<file path="src/rtl/frame_sequencer.sv">
// frame_sequencer: meters RX FIFO bytes into the line buffer one full line per burst
// under line-buffer credits, counts Sobel results and flags frame completion.
// Define FRAME_TIMEOUT_EN to build the stall-abort counter (timeout tied low otherwise).
module frame_sequencer #(
   parameter int unsigned IMG_W       = 512,
   parameter int unsigned IMG_H       = 512,
   parameter int unsigned LB_LINES    = 4,
   parameter int unsigned OUT_PIX     = 261120,
`ifdef FRAME_TIMEOUT_EN
   parameter int unsigned TIMEOUT_CYC = 1000000,
`endif
   parameter int unsigned LINE_W      = 10,
   parameter int unsigned OPIX_W      = 18
) (
   input  logic              clk,
   input  logic              reset,
   input  logic [13:0]       rx_fifo_capacity,
   output logic              read_req,
   output logic              read_data_valid,
   input  logic              lb_intr,
   input  logic              sobel_valid,
   output logic              frame_busy,
   output logic              frame_done,
   output logic              timeout,
   output logic [LINE_W-1:0] line_count,
   output logic [OPIX_W-1:0] out_pix_count
);

   localparam int unsigned COL_W  = (IMG_W > 1) ? $clog2(IMG_W) : 1;
   localparam int unsigned CRED_W = $clog2(LB_LINES + 1);

   localparam logic [COL_W-1:0]  COL_LAST   = COL_W'(IMG_W - 1);
   localparam logic [CRED_W-1:0] CRED_MAX   = CRED_W'(LB_LINES);
   localparam logic [LINE_W-1:0] LINE_LAST  = LINE_W'(IMG_H);
   localparam logic [OPIX_W-1:0] OPIX_TGT   = OPIX_W'(OUT_PIX);
   localparam logic [13:0]       LINE_BYTES = 14'(IMG_W);

   localparam logic [2:0] S_IDLE  = 3'd0;
   localparam logic [2:0] S_WAIT  = 3'd1;
   localparam logic [2:0] S_BURST = 3'd2;
   localparam logic [2:0] S_DRAIN = 3'd3;
   localparam logic [2:0] S_DONE  = 3'd4;

   logic [2:0]        state_q, state_d;
   logic [COL_W-1:0]  col_q, col_d;
   logic [CRED_W-1:0] credits_q, credits_d;
   logic [LINE_W-1:0] line_q, line_d;
   logic [OPIX_W-1:0] opix_q, opix_d;
   logic              read_req_q, read_req_d;
   logic              rdv_q, rdv_d;
   logic              busy_q, busy_d;
   logic              done_q, done_d;
   logic              timeout_q, timeout_d;

   logic              line_ready;
   logic              cred_take;
   logic [LINE_W-1:0] line_inc;

   assign line_ready = (rx_fifo_capacity >= LINE_BYTES);
   assign cred_take  = (state_q == S_BURST) && (col_q == '0);
   assign line_inc   = line_q + LINE_W'(1);

`ifdef FRAME_TIMEOUT_EN
   localparam int unsigned STALL_W    = $clog2(TIMEOUT_CYC + 1);
   localparam logic [STALL_W-1:0] STALL_LAST = STALL_W'(TIMEOUT_CYC - 1);
   logic [STALL_W-1:0] stall_q, stall_d;
`endif

   // next-state, counters and registered-output values
   always_comb begin
      state_d   = state_q;
      col_d     = col_q;
      line_d    = line_q;
      opix_d    = opix_q;
      credits_d = credits_q;
      timeout_d = 1'b0;

      if (lb_intr && !cred_take && (credits_q != CRED_MAX)) begin
         credits_d = credits_q + CRED_W'(1);
      end else if (cred_take && !lb_intr) begin
         credits_d = credits_q - CRED_W'(1);
      end

      if (sobel_valid && (state_q inside {S_WAIT, S_BURST, S_DRAIN}) && (opix_q != '1)) begin
         opix_d = opix_q + OPIX_W'(1);
      end

      case (state_q)
         S_IDLE: begin
            credits_d = CRED_MAX;
            line_d    = '0;
            opix_d    = '0;
            col_d     = '0;
            if (line_ready) begin
               state_d = S_BURST;
            end
         end
         S_WAIT: begin
            if ((credits_q != '0) && line_ready) begin
               state_d = S_BURST;
               col_d   = '0;
            end
         end
         S_BURST: begin
            if (col_q == COL_LAST) begin
               col_d   = '0;
               line_d  = line_inc;
               state_d = (line_inc == LINE_LAST) ? S_DRAIN : S_WAIT;
            end else begin
               col_d = col_q + COL_W'(1);
            end
         end
         S_DRAIN: begin
            if (opix_q >= OPIX_TGT) begin
               state_d = S_DONE;
            end
         end
         S_DONE: begin
            state_d   = S_IDLE;
            line_d    = '0;
            opix_d    = '0;
            col_d     = '0;
            credits_d = CRED_MAX;
         end
         default: begin
            state_d = S_IDLE;
         end
      endcase

`ifdef FRAME_TIMEOUT_EN
      // stall abort overrides normal sequencing
      stall_d = stall_q;
      if (read_req_q || sobel_valid || (state_q == S_IDLE)) begin
         stall_d = '0;
      end else if (stall_q == STALL_LAST) begin
         stall_d   = '0;
         state_d   = S_IDLE;
         col_d     = '0;
         line_d    = '0;
         opix_d    = '0;
         credits_d = CRED_MAX;
         timeout_d = 1'b1;
      end else begin
         stall_d = stall_q + STALL_W'(1);
      end
`endif

      read_req_d = (state_d == S_BURST);
      rdv_d      = read_req_q;
      busy_d     = (state_d != S_IDLE);
      done_d     = (state_d == S_DONE);
   end

   always_ff @(posedge clk or posedge reset) begin
      if (reset) begin
         state_q    <= S_IDLE;
         col_q      <= '0;
         credits_q  <= CRED_MAX;
         line_q     <= '0;
         opix_q     <= '0;
         read_req_q <= 1'b0;
         rdv_q      <= 1'b0;
         busy_q     <= 1'b0;
         done_q     <= 1'b0;
         timeout_q  <= 1'b0;
      end else begin
         state_q    <= state_d;
         col_q      <= col_d;
         credits_q  <= credits_d;
         line_q     <= line_d;
         opix_q     <= opix_d;
         read_req_q <= read_req_d;
         rdv_q      <= rdv_d;
         busy_q     <= busy_d;
         done_q     <= done_d;
         timeout_q  <= timeout_d;
      end
   end

`ifdef FRAME_TIMEOUT_EN
   always_ff @(posedge clk or posedge reset) begin
      if (reset) begin
         stall_q <= '0;
      end else begin
         stall_q <= stall_d;
      end
   end
`endif

   assign read_req        = read_req_q;
   assign read_data_valid = rdv_q;
   assign frame_busy      = busy_q;
   assign frame_done      = done_q;
   assign timeout         = timeout_q;
   assign line_count      = line_q;
   assign out_pix_count   = opix_q;

endmodule

</file>
<file path="config.mk">
export PLATFORM = sky130hd
export DESIGN_NAME = frame_sequencer
export DESIGN_NICKNAME = d
export VERILOG_FILES = /design/src/rtl/frame_sequencer.sv
export SDC_FILE = /design/constraint.sdc
export NUM_CORES = 1
export LEC_CHECK = 0
export CORE_MARGIN = 2
export CORE_UTILIZATION = 52
export DETAILED_ROUTE_END_ITERATION = 7
export PLACE_DENSITY = 0.87
export SKIP_CTS_REPAIR_TIMING = 1
export SLEW_MARGIN = 20
export SYNTH_ARGS = -nofsm -noshare
export SYNTH_HDL_FRONTEND = slang
export SYNTH_SLANG_ARGS = --single-unit
</file>
<file path="constraint.sdc">
create_clock -name clk -period 3.3 [get_ports clk]
set_input_delay 0.66 -clock clk [delete_from_list [all_inputs] [get_ports clk]]
set_output_delay 0.66 -clock clk [all_outputs]
set_load 0.005 [all_outputs]
</file>
==> run metrics, run 1 <==
status=finished, final reports clean; vias per std cell=5.82; vias in the first global route=2146; busiest grt layer=met2; crit path DAT=2680 ps; First-pass DRT Iterations=4; max-slew violations=0; setup TNS=0 ps; r2r setup slk=820 ps; routability cong.=0.832; post-route minimum period=2480 ps; CTS buffer count=5; hold depth=0; startpoint types=flop; RSZ-0062 raised after global routing=no; CP Class=reg2reg; EDFF count, synth=0; Clock Sinks=47; core area=4820 µm²; leak pwr=1.38 nW; Crit-path slowest cell=or4b_1; nets@finish=350; met2 usage in global routing=37.1%; DRC violation total after the first TritonRoute iteration=109; Fin Hold WS=391 ps; Initial Util=54.7%; number of max-cap violations=0; top cell type's share of synthesized area=43.7%; Peak VDD IR=0.000236 V; worst-path cell chain=inv_1, ha_1, or4b_1, o31ai_2, or2_2, fa_1, a32oi_1, nor2_1; top cells by area, synth=dfrtp_1 44%, o21ai_0 5.3%, nor2_1 4.8%; Avg Cell Area, Syn=9.18 µm²; H-tree depth=2; Mapped Nets=312; Final Hold Vio Count=0; clk_skew=5.94 ps; slowest stage delay, CP=490 ps; setup violators final=0; WP data required=3500 ps; # IOs=51; Mapped Area=2640 µm²; share of cells above drive strength 1=6.13%; pwr/cell area=462 nW/µm²; largest net degree at the start of global routing=48; WL/cell=14.0 µm; worst r2r path cells=8; met1 Use GR=27.1%; Die X-Extent=75.2 µm; Worst slew margin=37.0%; synthesized flop and latch total=47; Vias=2288; DP HPWL=3900 µm; min-delay worst type=reg2reg; met3 Usage GRT=4.69%; # diodes=0; Clock Latency Late Sink=300 ps; Mapped Cells=287; drt total wl=5520 µm; Worst Path Max Fanout=6; Synth Warn #=0; DRC viols=0; Finished Core Util=65.7%; TritonCTS clock tree=yes; post-synthesis sequential area ratio=44.7%; grt total ovfl=0; Max Buffers Root-to-Sink=2; main flop type after synthesis=dfrtp_1; Yosys top cell by area=dfrtp_1; final worst path period share=75.2%; row cnt=25; most frequent cells in the layout=46 x dfrtp_1, 40 x clkdlybuf4s50_1, 34 x nor2_1; initial antenna violation count=0; Routed Antenna Nets=0; area grow syn2layout=20.0%; GR Util All Layers=21.6%; ys async rst share=100%; Port Buf Inserts=40; root buf cell=clkbuf_8; leading cell type in the layout, fill and taps excluded=dfrtp_1; Die H=75.2 µm; Max Clock Freq=0.403 GHz; first-pass GRT wire length=9380 µm; Slew @ Worst Pin=943 ps; Die Area=5650 µm²; crit path capture type=flop; Clock transition at path regs=80 ps; Netlist cell types=52
[path summary, 6_finish.rpt]
check / endpoint / start
max: credits_q[1] / col_q[0]
min: read_data_valid / read_req
max reg2reg: credits_q[1] / col_q[0]
min reg2reg: read_data_valid / read_req
max in group asynchronous: col_q[5] / reset
min in group asynchronous: out_pix_count[13] / reset
[critical path, delay by kind of cell (launching register included)]
| kind | cells | cell delay, ps |
|---|---|---|
| buffers and inverters | 1 | 80 |
| AO/OA/AOI/OAI | 2 | 580 |
| AND/OR/NAND/NOR | 3 | 750 |
| flip-flops | 1 | 440 |
| adder cells (fa/ha/maj) | 2 | 530 |
[cell usage after synthesis, drive strengths merged (2+ instances only)]
cell type,instances
buf,5
or2,3
nand4,10
a21oi,8
or4,5
or4b,2
and3,13
clkbuf,5
nand2,27
or3,2
mux2i,7
xnor2,7
dfrtp,46
nor2b,2
o31ai,3
and2,5
ha,6
nand4b,3
nor3b,2
nand3,15
xor2,11
nand2b,2
inv,8
o211ai,2
and4,3
a31oi,4
nor2,34
o21ai,30
[power by group]
group / total (W) / switching (W) / internal (W)
clock: 0.000339 / 0.000190 / 0.000149
combinational: 0.000365 / 0.000155 / 0.000209
sequential: 0.000759 / 0.000108 / 0.000650
total: 0.00146 / 0.000454 / 0.00101
[layer usage]
| metal | up-vias | share of wire [%] |
|---|---|---|
| li1 | 1096 | - |
| met1 | 1124 | 45 |
| met2 | 60 | 49 |
| met3 | 8 | 4.7 |
| met4 | 0 | 1.3 |
| met5 | - | 0 |
[flip-flops by register name, summed over array words and instances, names as in the netlist]
name / count
col_q: 9
credits_q: 3
frame_busy: 1
frame_done: 1
line_count: 10
out_pix_count: 18
read_data_valid: 1
read_req: 1
state_q: 3
[logic make-up (layout without fill, tap and decap cells)]
family / count (synthesis) / in the layout / share of synthesized area (%)
compound gates: 56 / 56 / 12.8
xor+xnor: 18 / 18 / 5.98
fa+ha+maj: 7 / 7 / 3.61
buf+inv: 18 / 57 / 2.85
flops: 47 / 47 / 44.7
mux: 8 / 8 / 3.09
other cells: 1 / 1 / 0.142
simple gates: 132 / 132 / 26.9
[final cells by class]
class,count,area (µm²)
timing repair buffer,41,408
sequential,47,1180
fill,416,1650
clock buffer,7,76.3
tap,67,83.8
inverter,8,30.0
multi-input combinational,222,1380
clock inverter,1,5.00
[through the flow]
| stage | total power [W] | setup WS [ps] | instances | cell area, µm² |
|---|---|---|---|---|
| 2_1_floorplan | 0.000958 | 971 | 287 | 2640 |
| 3_3_place_gp | 0.00111 | 677 | 385 | 3080 |
| 3_5_place_dp | 0.00113 | 564 | 385 | 3080 |
| 4_1_cts | 0.00148 | 816 | 393 | 3160 |
| 5_1_grt | 0.00156 | 599 | 393 | 3160 |
| 6_report | 0.00146 | 818 | 393 | 3160 |
No activity file was read; power rests on OpenSTA's default activity.
==> run 2, diff against run 1 <==
- clock period: 3.3 -> 2.5 ns (I/O delays scaled with it)
==> run 2 against run 1 <==
Non-clock buffer count grew 9. Worst hold slack gained 3.2 ps. Setup slack lost 680 ps. Global-route usage grew 1.5 points. Final cell count grew 2.3%. Core utilization grew 2.7 points.
==> run metrics, run 2 (same netlist as run 1, synthesis figures left out) <==
status=finished, final reports clean (unchanged); Worst Path Max Fanout=7 (was 6); share of cells above drive strength 1=10.1% (was 6.13%); GR Util All Layers=23.1% (was 21.6%); DP Worst Slack=97.4 ps (was 564 ps); most frequent cells in the layout=45 x dfrtp_1, 40 x clkdlybuf4s50_1, 33 x nor2_1 (was 46 x dfrtp_1, 40 x clkdlybuf4s50_1, 34 x nor2_1); row cnt=25 (unchanged); Total Power=0.00216 W (was 0.00146 W); WP data required=2710 ps (was 3500 ps); DR top layer=met4 (unchanged); RSZ-0062 raised after global routing=no (unchanged); largest net degree at the start of global routing=48 (unchanged); Die X-Extent=75.2 µm (unchanged); Max Clock Freq=0.423 GHz (was 0.403 GHz); initial antenna violation count=0 (unchanged); grt total ovfl=0 (unchanged); fill count=402 (was 416); Clock transition at path regs=80 ps (about the same); core area=4820 µm² (unchanged); CTS buffer count=5 (unchanged); Slew @ Worst Pin=583 ps (was 943 ps); pwr/cell area=654 nW/µm² (was 462 nW/µm²); # IOs=51 (unchanged); Max Buffers Root-to-Sink=2 (unchanged); setup TNS=0 ps (unchanged); Final Hold Vio Count=0 (unchanged); DP HPWL=4090 µm (was 3900 µm); root buf cell=clkbuf_8 (unchanged); routability cong.=0.842 (was 0.832); Die Area=5650 µm² (unchanged); DRC viols=0 (unchanged); crit path capture type=flop (unchanged); Die H=75.2 µm (unchanged); worst r2r path cells=9 (was 8); First-pass DRT Iterations=4 (unchanged); clk_skew=9.02 ps (was 5.94 ps); nets@finish=359 (was 350); RR Endpoint=col_q[7] (was credits_q[1]); met2 wire len=3040 µm (was 2700 µm); # diodes=0 (unchanged); number of max-cap violations=0 (unchanged); Peak VDD IR=0.000439 V (was 0.000236 V); DR WL met3=266 µm (was 259 µm); first-pass GRT wire length=10000 µm (was 9380 µm); area grow syn2layout=25.0% (was 20.0%); Initial Util=54.7% (unchanged); Worst Hold Launch=read_req (unchanged); final critical-path setup slack=137 ps (was 818 ps); Critical R2R Launch=col_q[0] (unchanged); max FFs per register=18 (unchanged); Routed Antenna Nets=0 (unchanged); WL/cell=14.9 µm (was 14.0 µm); Port Buf Inserts=40 (unchanged); min-delay worst type=reg2reg (unchanged); crit path DAT=2570 ps (was 2680 ps); CP Class=reg2reg (unchanged); Worst slew margin=61.2% (was 37.0%); Clock Sinks=47 (unchanged); Hold Path End=read_data_valid (unchanged); startpoint types=flop (unchanged); DRC violation total after the first TritonRoute iteration=113 (was 109); leak pwr=1.45 nW (was 1.38 nW); setup violators final=0 (unchanged); max-slew violations=0 (unchanged); H-tree depth=2 (unchanged); leading cell type in the layout, fill and taps excluded=dfrtp_1 (unchanged); Vias=2345 (was 2288); TritonCTS clock tree=yes (unchanged); drt total wl=6000 µm (was 5520 µm); WL met1=2620 µm (was 2480 µm); final worst path period share=94.5% (was 75.2%); post-route minimum period=2360 ps (was 2480 ps); vias in the first global route=2177 (was 2146); r2r setup slk=140 ps (was 820 ps); Clock Latency Late Sink=300 ps (about the same); hold depth=0 (unchanged); vias per std cell=5.83 (was 5.82)
## run 2: worst max path at each step
| stage | start | to | slack [ps] | cells past startpoint |
|---|---|---|---|---|
| 2_1_floorplan | col_q[0] | credits_q[1] | 170 | 8 |
| 3_3_place_gp | lb_intr | credits_q[2] | 160 | 8 |
| 3_5_place_dp | lb_intr | credits_q[2] | 100 | 8 |
| 4_1_cts | col_q[0] | line_count[9] | 80 | 7 |
| 5_1_grt | col_q[0] | col_q[7] | 20 | 9 |
| 6_report | col_q[0] | col_q[7] | 140 | 9 |
## run 2: layer usage
metal,up-vias,track usage (%)
li1,1117,-
met1,1151,29.9
met2,67,39.1
met3,10,4.15
met4,0,8.19
met5,-,0
## run 2: worst max-delay path: stages, from the launching register on
cell	delay (ps)
dfrtp_2	450
ha_1	240
and3_1	220
and3_1	220
and3_1	190
ha_1	240
or2_2	380
a31oi_1	150
o21ai_0	80
o21ai_0	90
## run 2: layout make-up
| cell class | instances | area (µm²) | share of cell area, % |
|---|---|---|---|
| inverters | 8 | 30.0 | 0.912 |
| clock buffers | 6 | 72.6 | 2.20 |
| repair buffers | 50 | 475 | 14.4 |
| well taps | 67 | 83.8 | 2.54 |
| clock inverters | 2 | 60.1 | 1.82 |
| flip-flops and latches | 47 | 1180 | 35.8 |
| multi-input cells | 222 | 1390 | 42.3 |
## run 2: through the flow
| stage | util, % | cell area (µm²) | hold WS [ps] | instances |
|---|---|---|---|---|
| 2_1_floorplan | - | 2640 | 376 | 287 |
| 3_5_place_dp | 65.4 | 3150 | 365 | 394 |
| 4_1_cts | 68.1 | 3280 | 397 | 402 |
| 6_report | 68.4 | 3290 | 394 | 402 |
| 5_1_grt | 68.4 | 3290 | 414 | 402 |
| 3_3_place_gp | 65.4 | 3150 | 371 | 394 |
## run 2: power breakdown
part,total (W),switching [W],internal (W)
sequential,0.00100,0.000145,0.000859
combinational,0.000493,0.000208,0.000285
clock,0.000659,0.000259,0.000400
